--- config.mk ---
export PLATFORM = sky130hd
export DESIGN_NAME = set_assoc_dcache
export DESIGN_NICKNAME = d
export VERILOG_FILES = /design/src/rtl/set_assoc_dcache.sv
export SDC_FILE = /design/constraint.sdc
export NUM_CORES = 2
export LEC_CHECK = 0
export ABC_AREA = 1
export BUFFER_PORTS_ARGS = -buffer_cell sky130_fd_sc_hd__buf_2
export CAP_MARGIN = 20
export CORE_ASPECT_RATIO = 1.75
export CORE_MARGIN = 2
export CORE_UTILIZATION = 50
export DETAILED_ROUTE_END_ITERATION = 7
export PLACE_DENSITY_LB_ADDON = 0.15
export SLEW_MARGIN = 5
export SYNTH_ARGS = -nofsm -noshare
export SYNTH_HDL_FRONTEND = slang
export SYNTH_SLANG_ARGS = --single-unit
--- constraint.sdc ---
create_clock -name clk -period 8.55 [get_ports clk]
set_input_delay 1.71 -clock clk [delete_from_list [all_inputs] [get_ports clk]]
set_output_delay 1.71 -clock clk [all_outputs]
set_load 0.05 [all_outputs]
--- src/rtl/set_assoc_dcache.sv ---
// N-way set-associative write-back/write-allocate data cache with true-LRU replacement for the MEM stage.
// Define CACHE_STATS_EN to add saturating hit/miss/write-back counter outputs.
module set_assoc_dcache #(
  parameter int unsigned ADDR_W      = 32,
  parameter int unsigned DATA_W      = 32,
  parameter int unsigned WAYS        = 2,
  parameter int unsigned SETS        = 8,
  parameter int unsigned BLOCK_WORDS = 4
) (
  input  logic                                         clk,
  input  logic                                         reset_n,
  input  logic                                         cpu_read,
  input  logic                                         cpu_write,
  input  logic [ADDR_W-1:0]                            cpu_addr,
  input  logic [DATA_W-1:0]                            cpu_wdata,
  output logic [DATA_W-1:0]                            cpu_rdata,
  output logic                                         cpu_busy,
  output logic                                         mem_read,
  output logic                                         mem_write,
  output logic [ADDR_W-$clog2(4*BLOCK_WORDS)-1:0]      mem_addr,
  output logic [DATA_W*BLOCK_WORDS-1:0]                mem_wdata,
  input  logic [DATA_W*BLOCK_WORDS-1:0]                mem_rdata,
  input  logic                                         mem_ready
`ifdef CACHE_STATS_EN
  ,
  output logic [31:0]                                  hit_count,
  output logic [31:0]                                  miss_count,
  output logic [31:0]                                  writeback_count
`endif
);

  localparam int unsigned OFF_W   = $clog2(BLOCK_WORDS);
  localparam int unsigned IDX_W   = $clog2(SETS);
  localparam int unsigned AGE_W   = (WAYS > 1) ? $clog2(WAYS) : 1;
  localparam int unsigned MADDR_W = ADDR_W - OFF_W - 2;
  localparam int unsigned TAG_W   = MADDR_W - IDX_W;

  typedef enum logic [1:0] {
    S_IDLE,
    S_WRITEBACK,
    S_ALLOCATE
  } state_e;

  state_e state_q, state_d;

  logic [DATA_W-1:0] data_q  [SETS][WAYS][BLOCK_WORDS];
  logic [TAG_W-1:0]  tag_q   [SETS][WAYS];
  logic [WAYS-1:0]   valid_q [SETS];
  logic [WAYS-1:0]   dirty_q [SETS];
  logic [AGE_W-1:0]  age_q   [SETS][WAYS];
  logic [AGE_W-1:0]  victim_q;

  logic [OFF_W-1:0]  req_off;
  logic [IDX_W-1:0]  req_idx;
  logic [TAG_W-1:0]  req_tag;
  logic              addr_unused;

  logic              req_c;
  logic              hit_c;
  logic [AGE_W-1:0]  hit_way_c;
  logic [AGE_W-1:0]  victim_c;
  logic              victim_found_c;
  logic              idle_hit_c;
  logic              idle_miss_c;
  logic              fill_c;
  logic              lru_upd_c;
  logic [AGE_W-1:0]  lru_way_c;
  logic [AGE_W-1:0]  age_upd_c [WAYS];

  assign req_off     = cpu_addr[OFF_W+1:2];
  assign req_idx     = cpu_addr[OFF_W+IDX_W+1:OFF_W+2];
  assign req_tag     = cpu_addr[ADDR_W-1:OFF_W+IDX_W+2];
  assign addr_unused = ^cpu_addr[1:0];

  assign req_c       = cpu_read | cpu_write;
  assign idle_hit_c  = (state_q == S_IDLE) && req_c && hit_c;
  assign idle_miss_c = (state_q == S_IDLE) && req_c && !hit_c;
  assign fill_c      = (state_q == S_ALLOCATE) && mem_ready;
  assign lru_upd_c   = idle_hit_c | fill_c;
  assign lru_way_c   = idle_hit_c ? hit_way_c : victim_q;

  // Parallel tag compare across all ways of the indexed set
  always_comb begin
    hit_c     = 1'b0;
    hit_way_c = '0;
    for (int w = 0; w < int'(WAYS); w++) begin
      if (valid_q[req_idx][w] && (tag_q[req_idx][w] == req_tag)) begin
        hit_c     = 1'b1;
        hit_way_c = AGE_W'(w);
      end
    end
  end

  // Victim: lowest-index invalid way, otherwise the least recently used way
  always_comb begin
    victim_c       = '0;
    victim_found_c = 1'b0;
    for (int w = 0; w < int'(WAYS); w++) begin
      if (!victim_found_c && !valid_q[req_idx][w]) begin
        victim_c       = AGE_W'(w);
        victim_found_c = 1'b1;
      end
    end
    if (!victim_found_c) begin
      for (int w = 0; w < int'(WAYS); w++) begin
        if (age_q[req_idx][w] == AGE_W'(WAYS - 1)) begin
          victim_c = AGE_W'(w);
        end
      end
    end
  end

  always_comb begin
    for (int w = 0; w < int'(WAYS); w++) begin
      age_upd_c[w] = age_q[req_idx][w];
      if (age_q[req_idx][w] < age_q[req_idx][lru_way_c]) begin
        age_upd_c[w] = age_q[req_idx][w] + 1'b1;
      end
    end
    age_upd_c[lru_way_c] = '0;
  end

  always_ff @(posedge clk or negedge reset_n) begin
    if (!reset_n) begin
      state_q <= S_IDLE;
    end else begin
      state_q <= state_d;
    end
  end

  // Next state and memory handshake; busy is forced low while reset is asserted
  always_comb begin
    state_d   = state_q;
    cpu_busy  = 1'b0;
    mem_read  = 1'b0;
    mem_write = 1'b0;
    mem_addr  = {req_tag, req_idx};
    unique case (state_q)
      S_IDLE: begin
        if (idle_miss_c) begin
          cpu_busy = 1'b1;
          if (valid_q[req_idx][victim_c] && dirty_q[req_idx][victim_c]) begin
            state_d = S_WRITEBACK;
          end else begin
            state_d = S_ALLOCATE;
          end
        end
      end
      S_WRITEBACK: begin
        cpu_busy  = 1'b1;
        mem_write = 1'b1;
        mem_addr  = {tag_q[req_idx][victim_q], req_idx};
        if (mem_ready) begin
          state_d = S_ALLOCATE;
        end
      end
      S_ALLOCATE: begin
        cpu_busy = 1'b1;
        mem_read = 1'b1;
        if (mem_ready) begin
          state_d = S_IDLE;
        end
      end
      default: state_d = S_IDLE;
    endcase
    if (!reset_n) begin
      cpu_busy = 1'b0;
    end
  end

  always_comb begin
    cpu_rdata = '0;
    if (idle_hit_c) begin
      cpu_rdata = data_q[req_idx][hit_way_c][req_off];
    end
  end

  always_comb begin
    mem_wdata = '0;
    for (int k = 0; k < int'(BLOCK_WORDS); k++) begin
      mem_wdata[k*DATA_W +: DATA_W] = data_q[req_idx][victim_q][k];
    end
  end

  // Line status and LRU ages; cleared by reset
  always_ff @(posedge clk or negedge reset_n) begin
    if (!reset_n) begin
      victim_q <= '0;
      for (int s = 0; s < int'(SETS); s++) begin
        valid_q[s] <= '0;
        dirty_q[s] <= '0;
        for (int w = 0; w < int'(WAYS); w++) begin
          age_q[s][w] <= AGE_W'(w);
        end
      end
    end else begin
      if (idle_miss_c) begin
        victim_q <= victim_c;
      end
      if (idle_hit_c && cpu_write) begin
        dirty_q[req_idx][hit_way_c] <= 1'b1;
      end
      if (fill_c) begin
        valid_q[req_idx][victim_q] <= 1'b1;
        dirty_q[req_idx][victim_q] <= 1'b0;
      end
      if (lru_upd_c) begin
        for (int w = 0; w < int'(WAYS); w++) begin
          age_q[req_idx][w] <= age_upd_c[w];
        end
      end
    end
  end

  // Data and tag storage survive reset; validity alone gates their use
  always_ff @(posedge clk) begin
    if (idle_hit_c && cpu_write) begin
      data_q[req_idx][hit_way_c][req_off] <= cpu_wdata;
    end
    if (fill_c) begin
      tag_q[req_idx][victim_q] <= req_tag;
      for (int k = 0; k < int'(BLOCK_WORDS); k++) begin
        data_q[req_idx][victim_q][k] <= mem_rdata[k*DATA_W +: DATA_W];
      end
    end
  end

`ifdef CACHE_STATS_EN
  logic        refill_q;
  logic [31:0] hit_cnt_q;
  logic [31:0] miss_cnt_q;
  logic [31:0] wb_cnt_q;

  // The re-hit in the cycle right after a fill belongs to the miss, not to the hit count
  always_ff @(posedge clk or negedge reset_n) begin
    if (!reset_n) begin
      refill_q   <= 1'b0;
      hit_cnt_q  <= '0;
      miss_cnt_q <= '0;
      wb_cnt_q   <= '0;
    end else begin
      refill_q <= fill_c;
      if (idle_hit_c && !refill_q && (hit_cnt_q != 32'hFFFF_FFFF)) begin
        hit_cnt_q <= hit_cnt_q + 32'd1;
      end
      if (idle_miss_c && (miss_cnt_q != 32'hFFFF_FFFF)) begin
        miss_cnt_q <= miss_cnt_q + 32'd1;
      end
      if ((state_q == S_WRITEBACK) && mem_ready && (wb_cnt_q != 32'hFFFF_FFFF)) begin
        wb_cnt_q <= wb_cnt_q + 32'd1;
      end
    end
  end

  assign hit_count       = hit_cnt_q;
  assign miss_count      = miss_cnt_q;
  assign writeback_count = wb_cnt_q;
`endif

endmodule

==> results.cfg <==
[status]
outcome = complete, but fails checks
failed_checks = design-rule violations

[floorplan]
die_area_um2 = 205000
die_width_um = 343
io_pins = 388
std_cell_rows = 217
fp.coreArea_um2 = 200000
die_y_um = 597
initial_utilization = 0.503

[power_and_ir_drop]
p_clk_frac = 0.334
peakVddDrop_mv = 0.214
p_leak_uw = 0.0420
comb_power_share = 0.183
intPower_uw = 21100
switching_share = 0.297
powerDensity_nw_per_um2 = 257
seqPwrFrac = 0.483
p_switching_uw = 8920

[critical_path]
worst-r2r-cell-count = 16
critical_path.max_fanout = 15
worstPathArrival_ns = 6.28
critPathCaptureType = output port
path_class = in -> out
timing.critical_path.from = cpu_addr[6]
r2r_slack_ns = 3.44
r2r_end = data_q[0][128]
cp.required_ns = 6.84
timing.rr.start = tag_q[0][19]
start_kind = input port

[synth]
synthFlopType = edfxtp_1
yosysWarnings = 0
synth_edf_count = 2448
async_flop_share = 0.0204
ys_seq_area_frac = 0.745
postSynthAreaPerCell_um2 = 13.1
yosysTopAreaCellShare = 0.732
synth_cell_types = 49
synth_cells = 7687
syn_area_um2 = 100000
ys_seq_elements = 2499
synth_area_leaders = edfxtp_1 73%, nand2_1 6.2%, o21ai_0 2.5%, inv_1 2.4%, a221oi_1 2.3%
synthesis.nets = 7888
synth_area_leader_cell = edfxtp_1

[clocking]
htreeDepth = 4
insertion_delay_ns = 0.88
clock_path_buffers = 4
post_cts.repair.setup_buffers = 0
ctsResizeCount = 0
cts-root-buf = clkbuf_16
cts-hold-fix-buffers = 0
cts.sinks = 2499
tritoncts = built
cts_buffers = 220
clkTransAtPathRegs_ns = 0.06

[min_path]
worstHoldEndpoint = valid_q[2]
hold_class = reg -> reg
min-delay-start = valid_q[2]
worst_hold_path.num_cells = 2

[timing]
rsz0062_at_grt = false
final.min_clock_period_ns = 7.99
setup_violations = 0
fmax_mhz = 125
drv_slew = 0
clock_skew_ns = 0.0661
slew_headroom = 0.117
fin_crit_sh = 0.935
fin_hold_ws_ns = 0.450
worstMarginPinSlew_ns = 1.32
final_hold_viol_count = 0
tns_ns = 0

[global_routing]
met1_usage = 0.450
grtUsageMet3 = 0.0836
grt_max_degree = 154
grt_use_met2 = 0.589
grt_pass1_wl_um = 524000
antenna_found_initial = 49
grt-busiest-layer = met2
grt_overflow = 0
grt_usage = 0.374
grt_pass1_vias = 65655

[placed_design]
io_buffers = 385
dp_hpwl_um = 264000
placed_cells = 10628
place_congestion = 1.01
place_area_um2 = 109000

[route]
drt_iter0_markers = 9867
ant_nets = 0
drc = 8
post_drt_wl_per_cell_um = 35.0
viasPerCell = 6.36
wl_um = 388000
first_pass_iters = 8
vias = 70515

[cells_and_area]
fin_nets = 8454
layout.cells.non_filler = 11085
syn_to_final_growth_pct = 16.2
drive_above_1_share = 0.148
final_area_um2 = 117000

[flow_run]
cap_viol_max_count = 0
-- worst max-delay path, stage by stage --
cell and delay [ns]:
buf_2 0.37, inv_2 0.17, nand2_1 0.37, buf_4 0.41
nor2_1 0.06, o21ai_0 0.08, nand2_1 0.08, nor2_1 0.12
nand2_1 0.06, nand2_1 0.19, nand2_1 0.08, nor2_1 0.10
nand2_1 0.12, nor2_2 0.32, nand3_1 0.51, o21ai_0 0.89
nor2_1 0.11, nand2_1 0.09, nor2_1 0.05, buf_4 0.18
buf_12 0.15
-- layout make-up --
cell class	count	area, um^2
Antenna cell	37	92.6
Clock buffer	257	5680
Clock inverter	132	1400
Fill cell	15856	82900
Inverter	665	2560
Multi-Input combinational cell	4103	22100
Sequential cell	2499	74800
Tap cell	2628	3290
Timing Repair Buffer	764	6710
-- flip-flops by register name, indices dropped and copies added (netlist names) --
signal	flops
age_q	16
valid_q	16
dirty_q	16
state_q	2
data_q	2048
victim_q	1
tag_q	400
-- cells in the final DEF, fill, tap and decap left out, types with 226 or more instances in the layout --
| cell type | netlist | layout |
|---|---|---|
| nand2_1 | 1655 | 1649 |
| a22oi_1 | 226 | 226 |
| a22o_1 | 260 | 260 |
| inv_1 | 653 | 649 |
| buf_4 | 25 | 284 |
| o21ai_0 | 499 | 489 |
| nand3_1 | 246 | 245 |
| a221oi_1 | 260 | 260 |
| nor2_1 | 397 | 377 |
| buf_2 | 110 | 310 |
| edfxtp_1 | 2448 | 2448 |
-- metal layers --
layer / routed length, um / up-vias
met1: 126000 / 34910
met3: 46700 / 1151
li1: - / 29216
met4: 35900 / 24
met5: 152 / -
met2: 180000 / 5214
-- worst max-delay path by stage --
| stage | endpoint | slack [ns] | cells past startpoint |
|---|---|---|---|
| after floorplan | mem_wdata[66] | 2.25 | 13 |
| after global placement | cpu_rdata[19] | 0.76 | 22 |
| after detailed placement | cpu_rdata[19] | 0.76 | 22 |
| after CTS | cpu_rdata[19] | 0.71 | 22 |
| after global routing | cpu_rdata[25] | 0.45 | 23 |
| final | cpu_rdata[10] | 0.56 | 21 |
-- cells by family (layout without fill, tap and decap cells) --
family,Yosys count,count (layout),synth area share
and+or+nand+nor,2621,2621,0.110
xor gates and xnor gates,1,1,0.0000872
buffers and inverters,1085,1818,0.0439
adders and majority gates,4,4,0.000498
AOI/OAI and AO/OA,1477,1477,0.101
DFF,2499,2499,0.745
other,0,37,0
-- synthesized netlist by cell type (all sizes together), types with 4 or more instances --
cell / n
nor2: 410
a31oi: 12
o22ai: 6
ha: 4
buf: 224
dfrtp: 43
or2: 38
nand2: 1670
a22o: 260
nand3: 247
a22oi: 226
clkbuf: 196
clkinv: 4
a21oi: 131
a221oi: 260
nand4: 208
o21ai: 520
o211ai: 44
nand3b: 31
a211o: 5
dfstp: 8
edfxtp: 2448
inv: 661
nor3: 12
-- through the flow --
step,setup WS [ns],util,total power (uW)
global placement,0.761,0.547,19900
finish,0.556,0.585,30000
floorplan,2.25,-,17300
global route,0.454,0.584,30600
CTS,0.713,0.583,29800
detailed placement,0.757,0.547,20000
-- power groups by stage --
stage / Combinational (uW) / Sequential, uW / Clock, uW
finish: 5500 / 14500 / 10000
global route: 5560 / 14500 / 10500
CTS: 5270 / 14500 / 10100
detailed placement: 5250 / 14800 / 0
global placement: 5170 / 14700 / 0
floorplan: 2540 / 14700 / 0
No activity file was read; power rests on OpenSTA's default activity.
